[src/rtl/seven_seg_pkg.sv]
// rtl/seven_seg_pkg.sv - shared types and constants for the 7-segment scanner
//   scan_state_e   : BLANK (all anodes off) / DRIVE (one digit lit)
//   SEG_OFF        : all cathodes off, active-low
//   HEX_SEG_TABLE  : nibble -> {g,f,e,d,c,b,a} active-low segment pattern
//   hex_to_seg()   : table lookup helper
package seven_seg_pkg;

  typedef enum logic {
    BLANK = 1'b0,
    DRIVE = 1'b1
  } scan_state_e;

  localparam logic [6:0] SEG_OFF = 7'h7F;

  // Segment order is {g,f,e,d,c,b,a}; a 0 lights the segment.
  localparam logic [6:0] HEX_SEG_TABLE [16] = '{
    7'b1000000,  // 0
    7'b1111001,  // 1
    7'b0100100,  // 2
    7'b0110000,  // 3
    7'b0011001,  // 4
    7'b0010010,  // 5
    7'b0000010,  // 6
    7'b1111000,  // 7
    7'b0000000,  // 8
    7'b0010000,  // 9
    7'b0001000,  // A
    7'b0000011,  // b
    7'b1000110,  // C
    7'b0100001,  // d
    7'b0000110,  // E
    7'b0001110   // F
  };

  function automatic logic [6:0] hex_to_seg(input logic [3:0] nibble);
    return HEX_SEG_TABLE[nibble];
  endfunction

endpackage

[src/rtl/seg7_decoder.sv]
// rtl/seg7_decoder.sv - combinational hex nibble to active-low 7-segment decoder
//   nibble  in   4   hex value 0-F
//   seg     out  7   cathodes {g,f,e,d,c,b,a}, active-low
module seg7_decoder
  import seven_seg_pkg::*;
(
  input  logic [3:0] nibble,
  output logic [6:0] seg
);

  always_comb begin
    seg = hex_to_seg(nibble);
  end

endmodule

[src/rtl/seven_seg_scanner.sv]
// rtl/seven_seg_scanner.sv - time-multiplexed multi-digit 7-segment display scanner
//   Optional feature macro: SEVEN_SEG_BLINK_EN (adds blink_mask and per-digit blinking)
//   clk          in   1             system clock, all state on posedge
//   rst_n        in   1             asynchronous active-low reset
//   display_clk  in   1             divided scan clock level; rising edge = scan tick
//   digits       in   4*NUM_DIGITS  hex nibbles, [3:0] = digit 0 (rightmost)
//   dp           in   NUM_DIGITS    decimal point request per digit, active-high
//   blink_mask   in   NUM_DIGITS    per-digit blink enable (SEVEN_SEG_BLINK_EN only)
//   an           out  NUM_DIGITS    anodes, active-low, at most one low
//   seg          out  7             cathodes {g,f,e,d,c,b,a}, active-low
//   seg_dp       out  1             decimal point cathode, active-low
module seven_seg_scanner
  import seven_seg_pkg::*;
#(
  parameter int NUM_DIGITS  = 4,
  parameter int BLANK_TICKS = 1,
  parameter int BLINK_TICKS = 64
) (
  input  logic                    clk,
  input  logic                    rst_n,
  input  logic                    display_clk,
  input  logic [4*NUM_DIGITS-1:0] digits,
  input  logic [NUM_DIGITS-1:0]   dp,
`ifdef SEVEN_SEG_BLINK_EN
  input  logic [NUM_DIGITS-1:0]   blink_mask,
`endif
  output logic [NUM_DIGITS-1:0]   an,
  output logic [6:0]              seg,
  output logic                    seg_dp
);

  localparam int IDX_W  = (NUM_DIGITS > 1) ? $clog2(NUM_DIGITS) : 1;
  localparam int BCNT_W = (BLANK_TICKS > 1) ? $clog2(BLANK_TICKS) : 1;

  localparam logic [IDX_W-1:0]  LAST_IDX   = IDX_W'(NUM_DIGITS - 1);
  localparam logic [BCNT_W-1:0] BLANK_LAST = BCNT_W'((BLANK_TICKS > 0) ? BLANK_TICKS - 1 : 0);

`ifdef SEVEN_SEG_BLINK_EN
  localparam int BLCNT_W = (BLINK_TICKS > 1) ? $clog2(BLINK_TICKS) : 1;
  localparam logic [BLCNT_W-1:0] BLINK_LAST = BLCNT_W'((BLINK_TICKS > 0) ? BLINK_TICKS - 1 : 0);
`endif

  scan_state_e             state_q, state_d;
  logic [IDX_W-1:0]        idx_q, idx_d;
  logic [BCNT_W-1:0]       blank_cnt_q, blank_cnt_d;
  logic [4*NUM_DIGITS-1:0] snap_digits_q, snap_digits_d;
  logic [NUM_DIGITS-1:0]   snap_dp_q, snap_dp_d;
  logic                    disp_hist_q, disp_hist_d;
  logic                    armed_q, armed_d;
  logic [NUM_DIGITS-1:0]   an_q, an_d;
  logic [6:0]              seg_q, seg_d;
  logic                    seg_dp_q, seg_dp_d;
`ifdef SEVEN_SEG_BLINK_EN
  logic [BLCNT_W-1:0]      blink_cnt_q, blink_cnt_d;
  logic                    phase_q, phase_d;
  logic [NUM_DIGITS-1:0]   snap_blink_q, snap_blink_d;
`endif

  logic       tick;
  logic       load_snap;
  logic       slot_dark;
  logic [3:0] sel_nibble;
  logic [6:0] dec_seg;

  // Decode the nibble the slot will show after this edge, so the
  // registered outputs carry a freshly loaded snapshot with no extra cycle.
  seg7_decoder u_decoder (
    .nibble (sel_nibble),
    .seg    (dec_seg)
  );

  always_comb begin
    state_d       = state_q;
    idx_d         = idx_q;
    blank_cnt_d   = blank_cnt_q;
    snap_digits_d = snap_digits_q;
    snap_dp_d     = snap_dp_q;
    an_d          = an_q;
    seg_d         = seg_q;
    seg_dp_d      = seg_dp_q;
    slot_dark     = 1'b0;
`ifdef SEVEN_SEG_BLINK_EN
    blink_cnt_d   = blink_cnt_q;
    phase_d       = phase_q;
    snap_blink_d  = snap_blink_q;
`endif

    // armed_q masks the first cycle after reset so a display_clk that is
    // already high at release (history reset to 0) is not taken as an edge.
    disp_hist_d = display_clk;
    armed_d     = 1'b1;
    tick        = display_clk & ~disp_hist_q & armed_q;

    if (tick) begin
      unique case (state_q)
        BLANK: begin
          if ((BLANK_TICKS == 0) || (blank_cnt_q == BLANK_LAST)) begin
            state_d     = DRIVE;
            blank_cnt_d = '0;
          end else begin
            blank_cnt_d = blank_cnt_q + 1'b1;
          end
        end
        DRIVE: begin
          idx_d = (idx_q == LAST_IDX) ? '0 : idx_q + 1'b1;
          if (BLANK_TICKS != 0) begin
            state_d = BLANK;
          end
        end
        default: state_d = BLANK;
      endcase
    end

    // A new frame starts whenever digit 0 is about to be lit.
    load_snap = tick && (state_d == DRIVE) && (idx_d == '0);
    if (load_snap) begin
      snap_digits_d = digits;
      snap_dp_d     = dp;
`ifdef SEVEN_SEG_BLINK_EN
      snap_blink_d  = blink_mask;
`endif
    end

`ifdef SEVEN_SEG_BLINK_EN
    if (tick) begin
      if (blink_cnt_q == BLINK_LAST) begin
        blink_cnt_d = '0;
        phase_d     = ~phase_q;
      end else begin
        blink_cnt_d = blink_cnt_q + 1'b1;
      end
    end
    // The phase in force when the tick arrives decides the slot.
    slot_dark = phase_q & snap_blink_d[idx_d];
`endif

    sel_nibble = snap_digits_d[4*int'(idx_d) +: 4];

    if (tick) begin
      an_d     = '1;
      seg_d    = SEG_OFF;
      seg_dp_d = 1'b1;
      if ((state_d == DRIVE) && !slot_dark) begin
        an_d     = ~(NUM_DIGITS'(1) << idx_d);
        seg_d    = dec_seg;
        seg_dp_d = ~snap_dp_d[idx_d];
      end
    end
  end

  always_ff @(posedge clk or negedge rst_n) begin
    if (!rst_n) begin
      state_q       <= BLANK;
      idx_q         <= '0;
      blank_cnt_q   <= '0;
      snap_digits_q <= '0;
      snap_dp_q     <= '0;
      disp_hist_q   <= 1'b0;
      armed_q       <= 1'b0;
      an_q          <= '1;
      seg_q         <= SEG_OFF;
      seg_dp_q      <= 1'b1;
`ifdef SEVEN_SEG_BLINK_EN
      blink_cnt_q   <= '0;
      phase_q       <= 1'b0;
      snap_blink_q  <= '0;
`endif
    end else begin
      state_q       <= state_d;
      idx_q         <= idx_d;
      blank_cnt_q   <= blank_cnt_d;
      snap_digits_q <= snap_digits_d;
      snap_dp_q     <= snap_dp_d;
      disp_hist_q   <= disp_hist_d;
      armed_q       <= armed_d;
      an_q          <= an_d;
      seg_q         <= seg_d;
      seg_dp_q      <= seg_dp_d;
`ifdef SEVEN_SEG_BLINK_EN
      blink_cnt_q   <= blink_cnt_d;
      phase_q       <= phase_d;
      snap_blink_q  <= snap_blink_d;
`endif
    end
  end

  assign an     = an_q;
  assign seg    = seg_q;
  assign seg_dp = seg_dp_q;

endmodule

[config.mk]
export PLATFORM = sky130hd
export DESIGN_NAME = seven_seg_scanner
export DESIGN_NICKNAME = d
export VERILOG_FILES = /design/src/rtl/seven_seg_pkg.sv /design/src/rtl/seg7_decoder.sv /design/src/rtl/seven_seg_scanner.sv
export SDC_FILE = /design/constraint.sdc
export NUM_CORES = 1
export LEC_CHECK = 0
export ABC_AREA = 0
export CAP_MARGIN = 40
export CORE_MARGIN = 8
export CORE_UTILIZATION = 53
export CTS_CLUSTER_SIZE = 12
export DETAILED_ROUTE_END_ITERATION = 16
export PLACE_DENSITY = 0.86
export RECOVER_POWER = 25
export REMOVE_ABC_BUFFERS = 1
export SLEW_MARGIN = 5
export SYNTH_ARGS = -nofsm -noshare
export SYNTH_HDL_FRONTEND = slang
export SYNTH_SLANG_ARGS = --single-unit
[constraint.sdc]
create_clock -name clk -period 4 [get_ports clk]
set_clock_uncertainty 0.1 [all_clocks]
set_input_delay 0.8 -clock clk [delete_from_list [all_inputs] [get_ports clk]]
set_output_delay 0.8 -clock clk [all_outputs]
set_load 0.005 [all_outputs]
==> results of run 1 <==
state kept, by name (all words and copies together) (netlist names):
name,flops
snap_digits_q,16
seg_dp,1
state_q,1
snap_dp_q,4
disp_hist_q,1
idx_q,2
seg,7
an,4
armed_q,1
worst paths after layout:
check                              startpoint                           to  slack, ps  cells after the start
setup / recovery                  display_clk           seg[4]$_DFFE_PN1N_        300                     14
hold / removal             seg[2]$_DFFE_PN1N_           seg[2]$_DFFE_PN1N_        400                      2
setup reg to reg            armed_q$_DFF_PN0_           seg[4]$_DFFE_PN1N_       1050                     13
hold reg to reg            seg[2]$_DFFE_PN1N_           seg[2]$_DFFE_PN1N_        400                      2
max in group asynchronous               rst_n   snap_digits_q[8]$_DFF_PN0_       1240                      2
min in group asynchronous               rst_n  snap_digits_q[12]$_DFF_PN0_       1460                      2
logic make-up after synthesis:
| group | Yosys count | synth area share, % |
|---|---|---|
| other cells | 1 | 0.1748 |
| xor+xnor | 3 | 1.575 |
| flops | 37 | 43.85 |
| buf+inv | 19 | 4.781 |
| compound gates | 30 | 9.913 |
| fa+ha+maj | 7 | 4.081 |
| simple gates | 53 | 11.72 |
| mux | 47 | 23.91 |
stage by stage:
step / setup WS (ps) / instance area [um^2] / cells / power [mW] / hold WS (ps)
floorplan: 211.9 / 2069 / 185 / 1.431 / 362.0
global placement: 264.0 / 2547 / 279 / 1.763 / 381.4
detailed placement: 118.0 / 2547 / 279 / 1.799 / 387.6
CTS: 421.1 / 2668 / 287 / 2.151 / 405.7
global route: 123.7 / 2664 / 287 / 2.303 / 421.1
finish: 301.6 / 2664 / 287 / 2.144 / 404.2
routing by layer:
metal / vias to the layer above / track usage (%)
met5: - / 0
met4: 0 / 5.926
met3: 9 / 4.842
met2: 47 / 23.06
met1: 790 / 17.77
li1: 783 / -
placed cells by master, fill, tap and decap left out, drive strengths merged, types with 3 or more instances in the layout:
| master | netlist | layout |
|---|---|---|
| clkbuf | 3 | 7 |
| o22a | 3 | 3 |
| mux2i | 22 | 22 |
| mux2 | 24 | 24 |
| nand2 | 13 | 13 |
| dfstp | 12 | 12 |
| nor2 | 21 | 21 |
| inv | 7 | 7 |
| o21ai | 7 | 7 |
| ha | 7 | 7 |
| buf | 9 | 9 |
| nor3 | 8 | 8 |
| clkdlybuf4s50 | 0 | 32 |
| a21oi | 6 | 6 |
| dfrtp | 25 | 25 |
Yosys cell counts (2+ instances only):
cell type  instances  area, um^2
clkbuf_1           3       11.26
buf_4              2       15.01
inv_1              7       26.28
nand2b_1           2       12.51
dfrtp_1           25       625.6
ha_1               7       87.58
nor2_1            21       78.83
o22ai_1            2       12.51
a21oi_1            6       30.03
nor3_1             8       40.04
mux2_2            21       236.5
o22a_1             3       26.28
nand2_1           13       48.80
o21ai_0            6       30.03
buf_2              4       20.02
dfstp_2           12       315.3
mux2i_1           22       220.2
a31oi_1            2       12.51
mux2_1             3       33.78
area by class of cell:
| class | instances | area [um^2] |
|---|---|---|
| repair buffers | 44 | 411.6 |
| clock buffers | 6 | 82.58 |
| flip-flops and latches | 37 | 940.9 |
| multi-input cells | 141 | 1102 |
| fillers | 301 | 1279 |
| clock inverters | 2 | 37.54 |
| inverters | 7 | 26.28 |
| well taps | 50 | 62.56 |
critical path, delay by kind of cell:
kind	cells	cell delay, ps
AO/OA/AOI/OAI	1	140
adder cells (fa/ha/maj)	2	520
buffers and inverters	2	730
multiplexers	4	1150
AND/OR/NAND/NOR	5	470
power groups by stage:
stage	Sequential, mW	Clock (mW)	Combinational, mW
final	0.727	0.338	1.08
after global routing	0.753	0.365	1.19
after CTS	0.726	0.348	1.08
after detailed placement	0.732	0	1.07
after global placement	0.723	0	1.04
after floorplan	0.698	0	0.732
==> reports/results.txt, run 1 <==
clk root buf = clkbuf_8
Fin. Hold Viols = 0
RSZ-0062 raised after global routing = no
Comb pwr share = 50.3%
final setup fails = 0
P_sw = 0.8043 mW
# resized after CTS = 0
critical-path cell list = dlygate4sd3_1 -> nand2_1 -> nor2_1 -> ha_1 -> mux2_2 -> nor2_1 -> nor2_1 -> mux4_2 -> inv_1 -> ha_1 -> mux2i_1 -> mux2i_1 -> nand2_1 -> a21oi_1
Mean Syn Cell Area = 10.89 um^2
clock share of power = 15.8%
Final nets = 266
Die Area = 6341 um^2
core area = 3943 um^2
final critical-path share of the clock period = 92.46%
HP Class = reg -> reg
crit path kind = in -> reg
Ant. Diodes = 0
gpl congestion = 0.9068
ANT nets after route = 0
initial antenna violation count = 0
Net Sw Frac = 37.51%
number of H-tree levels = 2
clock edge transition at the registers on the reported setup and hold paths = 70 ps
first-pass GRT wire length = 7.320 mm
Slew Limit Fails = 38
Residual DRC = 0
gr usage total = 14.58%
CTS max path bufs = 2
GRT overflow = 0
Seq/Total Area, Yosys = 43.85%
minimum clock period = 3698 ps
hold buffers post-CTS = 0
synth warn = 0
worst vdd ir = 368.9 uV
P&R area growth vs syn = 24.14%
clk_lat worst skew = 300 ps
distinct cell type count after synthesis = 47
CP endpoint kind = flop
vias in the first global route = 1579
port bufs = 34
CP max-delay cell = dlygate4sd3_1
Core Util, Final = 67.57%
CTS Buf Count = 5
outcome = finished with violations
via-per-instance ratio = 5.676
Cell Int Power = 1.340 mW
worst path arrival time = 3820 ps
DRT Pass-1 Iters = 4
vias after detailed routing = 1629
max cap viols = 1
met2 wire length = 2.154 mm
crit path max fanout = 6
fmax = 270.4 MHz
Met3 Wirelength = 258 um
DIE HEIGHT = 79.63 um
DR top layer = met4
Gate Count Post-Synth = 197
final WL = 4.465 mm
share of layout cells above drive strength 1 = 23.21%
most used flip-flop cell after synthesis = dfrtp_1
part of the power in registers = 33.9%
PwrDens = 804.9 nW/um^2
worst path required time = 4120 ps
failing checks = max-capacitance violations, max-slew violations
measured slew at the worst slew-check pin = 1906 ps
slew margin rel. = -27.04%
drt first-iter violations = 154
largest net degree at the start of global routing = 38
setup TNS = 0 ps
FF+latch count, synth = 37
# rows = 23
Boundary Pins = 35
Crit path largest cell delay = 600 ps
HPWL Detailed = 3.230 mm
Synth async-reset ratio = 100.0%
CTS tree = built
Crit path top cell by count = nor2_1
Setup crit start kind = input pin
Num Clock Sinks = 37
Leak Pwr = 1.172 nW
initial core utilization = 54.43%
Post-synth EDFFs = 0
routed len/inst = 15.56 um
Post-Syn Area = 2146 um^2
setup bufs post-CTS = 0
Die Span X = 79.63 um
wire length on met1 = 1.981 mm
Power figures use the tool's default switching activity.
==> run 2, diff against run 1 <==
--- a/config.mk
+++ b/config.mk
@@ -8,10 +8,12 @@
 export ABC_AREA = 0
 export CAP_MARGIN = 40
 export CORE_MARGIN = 8
-export CORE_UTILIZATION = 53
+export CORE_UTILIZATION = 30
 export CTS_CLUSTER_SIZE = 12
 export DETAILED_ROUTE_END_ITERATION = 16
-export PLACE_DENSITY = 0.86
+export HOLD_SLACK_MARGIN = 0.06
+export MAX_ROUTING_LAYER = met4
+export PLACE_DENSITY = 0.57
 export RECOVER_POWER = 25
 export REMOVE_ABC_BUFFERS = 1
 export SLEW_MARGIN = 5
==> reports/results.txt, run 2 (synthesis results as in run 1) <==
clock edge transition at the registers on the reported setup and hold paths = 70 ps
CP endpoint kind = flop
ANT nets after route = 0
Boundary Pins = 35
outcome = finished with violations
PwrDens = 768.6 nW/um^2
CP max-delay cell = mux4_2
number of H-tree levels = 2
Final nets = 266
gr usage total = 9.808%
core area = 7098 um^2
commonest non-fill, non-tap cell in the layout = clkdlybuf4s50_1
crit path max fanout = 6
Residual DRC = 0
crit path kind = in -> reg
worst path required time = 4110 ps
FF-to-FF Start = armed_q$_DFF_PN0_
clock share of power = 13.3%
Core Util, Final = 38.06%
P&R area growth vs syn = 25.89%
reg2reg setup slack = 1010 ps
slew margin rel. = -33.17%
final worst slack = 353.9 ps
first-pass GRT wire length = 7.610 mm
Comb pwr share = 51.8%
via-per-instance ratio = 4.815
max cap viols = 1
clk root buf = clkbuf_8
final WL = 4.703 mm
HP Class = reg -> reg
initial core utilization = 30.23%
# rows = 31
routed len/inst = 14.00 um
worst vdd ir = 199.7 uV
failing checks = max-capacitance violations, max-slew violations
DIE HEIGHT = 100.6 um
minimum clock period = 3646 ps
CP delay by family, top = multiplexers
measured slew at the worst slew-check pin = 1998 ps
hold buffers post-CTS = 0
Hold EP = seg[4]$_DFFE_PN1N_
GRT overflow = 0
crit path launch = display_clk
Leak Pwr = 1.166 nW
clk_lat worst skew = 290 ps
Hold Path Cell Cnt = 2
post-route cell area = 2701 um^2
drt first-iter violations = 62
Die Area = 10120 um^2
share of layout cells above drive strength 1 = 23.21%
Cell Int Power = 1.278 mW
DP Worst Slack = 90.38 ps
port bufs = 34
critical-path cell list = clkdlybuf4s50_1 -> nand2_1 -> nor2_1 -> ha_1 -> mux2_2 -> nor2_1 -> nor2_1 -> mux4_2 -> inv_1 -> ha_1 -> mux2i_1 -> mux2i_1 -> nand2_1 -> a21oi_1
Largest register FFs = 16
Num Clock Sinks = 37
worst path arrival time = 3760 ps
gpl congestion = 0.8269
CTS tree = built
Fin. Hold Viols = 0
most frequent cells in the layout = 33 x clkdlybuf4s50_1, 25 x dfrtp_1, 22 x mux2i_1
vias after detailed routing = 1618
Post-DP Area = 2609 um^2
# resized after CTS = 0
Crit path top cell by count = nor2_1
P_sw = 0.7987 mW
setup bufs post-CTS = 0
CTS Buf Count = 5
Hold Crit Start = seg[4]$_DFFE_PN1N_
final critical-path share of the clock period = 91.15%
Biggest register = snap_digits_q
vias in the first global route = 1547
Net Sw Frac = 38.47%
WP buf/inv = 2
part of the power in registers = 34.8%
R2R Path End = seg[4]$_DFFE_PN1N_
Ant. Diodes = 0
RSZ-0062 raised after global routing = no
Crit path largest cell delay = 540 ps
r2r worst-path depth = 13
final setup fails = 0
Final Power = 2.076 mW
Die Span X = 100.6 um
DRT Pass-1 Iters = 4
fmax = 274.3 MHz
setup TNS = 0 ps
largest net degree at the start of global routing = 38
Slew Limit Fails = 38
initial antenna violation count = 0
CTS max path bufs = 2
Setup crit start kind = input pin
HPWL Detailed = 3.529 mm
[run 2: cell count changes in the layout (fill, tap and decap cells not counted)]
cell | previous run | this run
clkdlybuf4s50_1 | 32 | 33
clkinvlp_4 | 1 | 0
clkinv_4 | 0 | 1
bufinv_16 | 1 | 0
dlygate4sd3_1 | 2 | 1
clkinv_2 | 0 | 1
[run 2: per-layer routing]
layer,up-vias,part of all wire [%],GRT usage [%]
li1,781,-,-
met1,791,48,12.52
met2,40,46,14.62
met3,6,4.5,2.693
met4,0,1.1,3.256
met5,-,0,-
[run 2: power groups by stage]
stage,logic [mW],clock network (mW),registers (mW)
6_report,1.08,0.277,0.724
5_1_grt,1.20,0.304,0.751
2_1_floorplan,0.732,0,0.698
3_5_place_dp,1.08,0,0.734
3_3_place_gp,1.08,0,0.730
4_1_cts,1.08,0.290,0.726
[run 2: worst max path at each step]
stage | to | slack (ps) | cells past startpoint
finish | seg[4]$_DFFE_PN1N_ | 350 | 14
detailed placement | seg[4]$_DFFE_PN1N_ | 90 | 14
CTS | seg[4]$_DFFE_PN1N_ | 370 | 14
floorplan | seg[3]$_DFFE_PN1N_ | 210 | 12
global route | seg[4]$_DFFE_PN1N_ | 60 | 14
global placement | seg[3]$_DFFE_PN1N_ | 190 | 13
[run 2: stage by stage]
stage,hold WS [ps],instances
after floorplan,362.0,185
after global placement,381.2,328
after detailed placement,385.5,328
after CTS,405.3,336
after global routing,424.1,336
final,403.7,336
[run 2: cell type report]
type                    instances  area [um^2]
clock buffers                   6        82.58
clock inverters                 2        13.76
fillers                       714         4397
inverters                       7        26.28
multi-input cells             141         1102
flip-flops and latches         37        940.9
well taps                      99        123.9
repair buffers                 44        411.6
[run 2: worst min-delay path, cell delays in order (launching register included)]
cell and delay [ps]:
dfstp_2 370, nor2_1 90, a21oi_1 40
==> run 3, diff against run 2 <==
--- a/config.mk
+++ b/config.mk
@@ -9,6 +9,8 @@
 export CAP_MARGIN = 40
 export CORE_MARGIN = 8
 export CORE_UTILIZATION = 30
+export CTS_BUF_LIST = sky130_fd_sc_hd__clkbuf_2
+export CTS_CLUSTER_DIAMETER = 80
 export CTS_CLUSTER_SIZE = 12
 export DETAILED_ROUTE_END_ITERATION = 16
 export HOLD_SLACK_MARGIN = 0.06
==> reports/results.txt, run 3 (synthesis results as in run 1) <==
vias in the first global route = 1543
Hold Crit Start = seg[4]$_DFFE_PN1N_
CTS Buf Count = 5
gpl congestion = 0.8269
routed len/inst = 14.05 um
Num Clock Sinks = 37
hold buffers post-CTS = 0
Biggest register = snap_digits_q
Boundary Pins = 35
core area = 7098 um^2
FF-to-FF Start = armed_q$_DFF_PN0_
Setup crit start kind = input pin
Residual DRC = 0
port bufs = 34
drt first-iter violations = 75
Slew Limit Fails = 38
RSZ-0062 raised after global routing = no
Ant. Diodes = 0
first-pass GRT wire length = 7.590 mm
Die Span X = 100.6 um
Fin. Hold Viols = 0
largest net degree at the start of global routing = 38
worst path arrival time = 3840 ps
Leak Pwr = 1.145 nW
number of H-tree levels = 2
slew margin rel. = -32.23%
worst path required time = 4220 ps
final WL = 4.722 mm
final critical-path share of the clock period = 90.45%
CTS max path bufs = 2
initial antenna violation count = 0
clock edge transition at the registers on the reported setup and hold paths = 180 ps
commonest non-fill, non-tap cell in the layout = clkdlybuf4s50_1
# resized after CTS = 0
CP endpoint kind = flop
clk root buf = clkbuf_2
crit path max fanout = 6
measured slew at the worst slew-check pin = 1983 ps
# rows = 31
failing checks = max-capacitance violations, max-slew violations
P&R area growth vs syn = 23.38%
worst vdd ir = 180.0 uV
fmax = 276.4 MHz
HPWL Detailed = 3.529 mm
worst hold slack = 415.9 ps
share of layout cells above drive strength 1 = 22.78%
minimum clock period = 3618 ps
DRT Pass-1 Iters = 4
CTS tree = built
setup bufs post-CTS = 0
clk_lat worst skew = 390 ps
Largest register FFs = 16
HP Class = reg -> reg
PwrDens = 744.1 nW/um^2
initial core utilization = 30.23%
most frequent cells in the layout = 32 x clkdlybuf4s50_1, 25 x dfrtp_1, 22 x mux2i_1
crit path kind = in -> reg
final setup fails = 0
vias after detailed routing = 1601
Final nets = 266
via-per-instance ratio = 4.765
crit path launch = display_clk
max cap viols = 1
ANT nets after route = 0
DIE HEIGHT = 100.6 um
GRT overflow = 0
setup TNS = 0 ps
outcome = finished with violations
gr usage total = 9.778%
Die Area = 10120 um^2
run 3: cell count changes in the layout (fill, tap and decap cells not counted), sizes merged:
cell           change
clkbuf             -1
clkdlybuf4s50      -1
clkinv             +1
dlygate4sd3        +1
run 3: power by group:
part | internal, mW | switching (mW)
Sequential | 0.567 | 0.157
Clock | 0.0414 | 0.130
Combinational | 0.568 | 0.507
Total | 1.18 | 0.794
run 3: worst paths after layout:
| kind | slack [ps] | to | cells after the start |
|---|---|---|---|
| min in group asynchronous | 1370 | snap_digits_q[14]$_DFF_PN0_ | 2 |
| worst max-delay path | 380 | seg[4]$_DFFE_PN1N_ | 14 |
| worst min register to register | 420 | seg[4]$_DFFE_PN1N_ | 2 |
| worst min-delay path | 420 | seg[4]$_DFFE_PN1N_ | 2 |
| worst max register to register | 970 | seg[4]$_DFFE_PN1N_ | 13 |
| max in group asynchronous | 1300 | snap_digits_q[11]$_DFF_PN0_ | 2 |
run 3: routing by layer:
metal,vias to the layer above,wire length [um],GRT usage [%]
met5,-,0,-
met2,46,2127,14.46
li1,776,-,-
met1,774,2299,12.56
met4,0,56,2.907
met3,5,238,2.901
run 3: area by class of cell:
class	instances	area, um^2
Clock buffer	5	25.02
Clock inverter	3	17.52
Fill cell	721	4451
Inverter	7	26.28
Multi-Input combinational cell	141	1102
Sequential cell	37	940.9
Tap cell	99	123.9
Timing Repair Buffer	44	411.6
run 3: critical path: stages:
cell and delay, ps:
dlygate4sd3_1 590, nand2_1 90, nor2_1 150, ha_1 290
mux2_2 370, nor2_1 90, nor2_1 70, mux4_2 520
inv_1 130, ha_1 290, mux2i_1 110, mux2i_1 140
nand2_1 70, a21oi_1 120
run 3: metrics by stage:
step / cells / cell area [um^2] / worst slack, ps / power, mW / util (%)
4_1_cts: 336 / 2651 / 493.2 / 1.989 / 37.35
3_3_place_gp: 328 / 2609 / 190.5 / 1.815 / 36.75
2_1_floorplan: 185 / 2069 / 211.9 / 1.431 / -
5_1_grt: 336 / 2648 / 112.9 / 2.142 / 37.30
3_5_place_dp: 328 / 2609 / 90.38 / 1.811 / 36.75
6_report: 336 / 2648 / 381.8 / 1.970 / 37.30
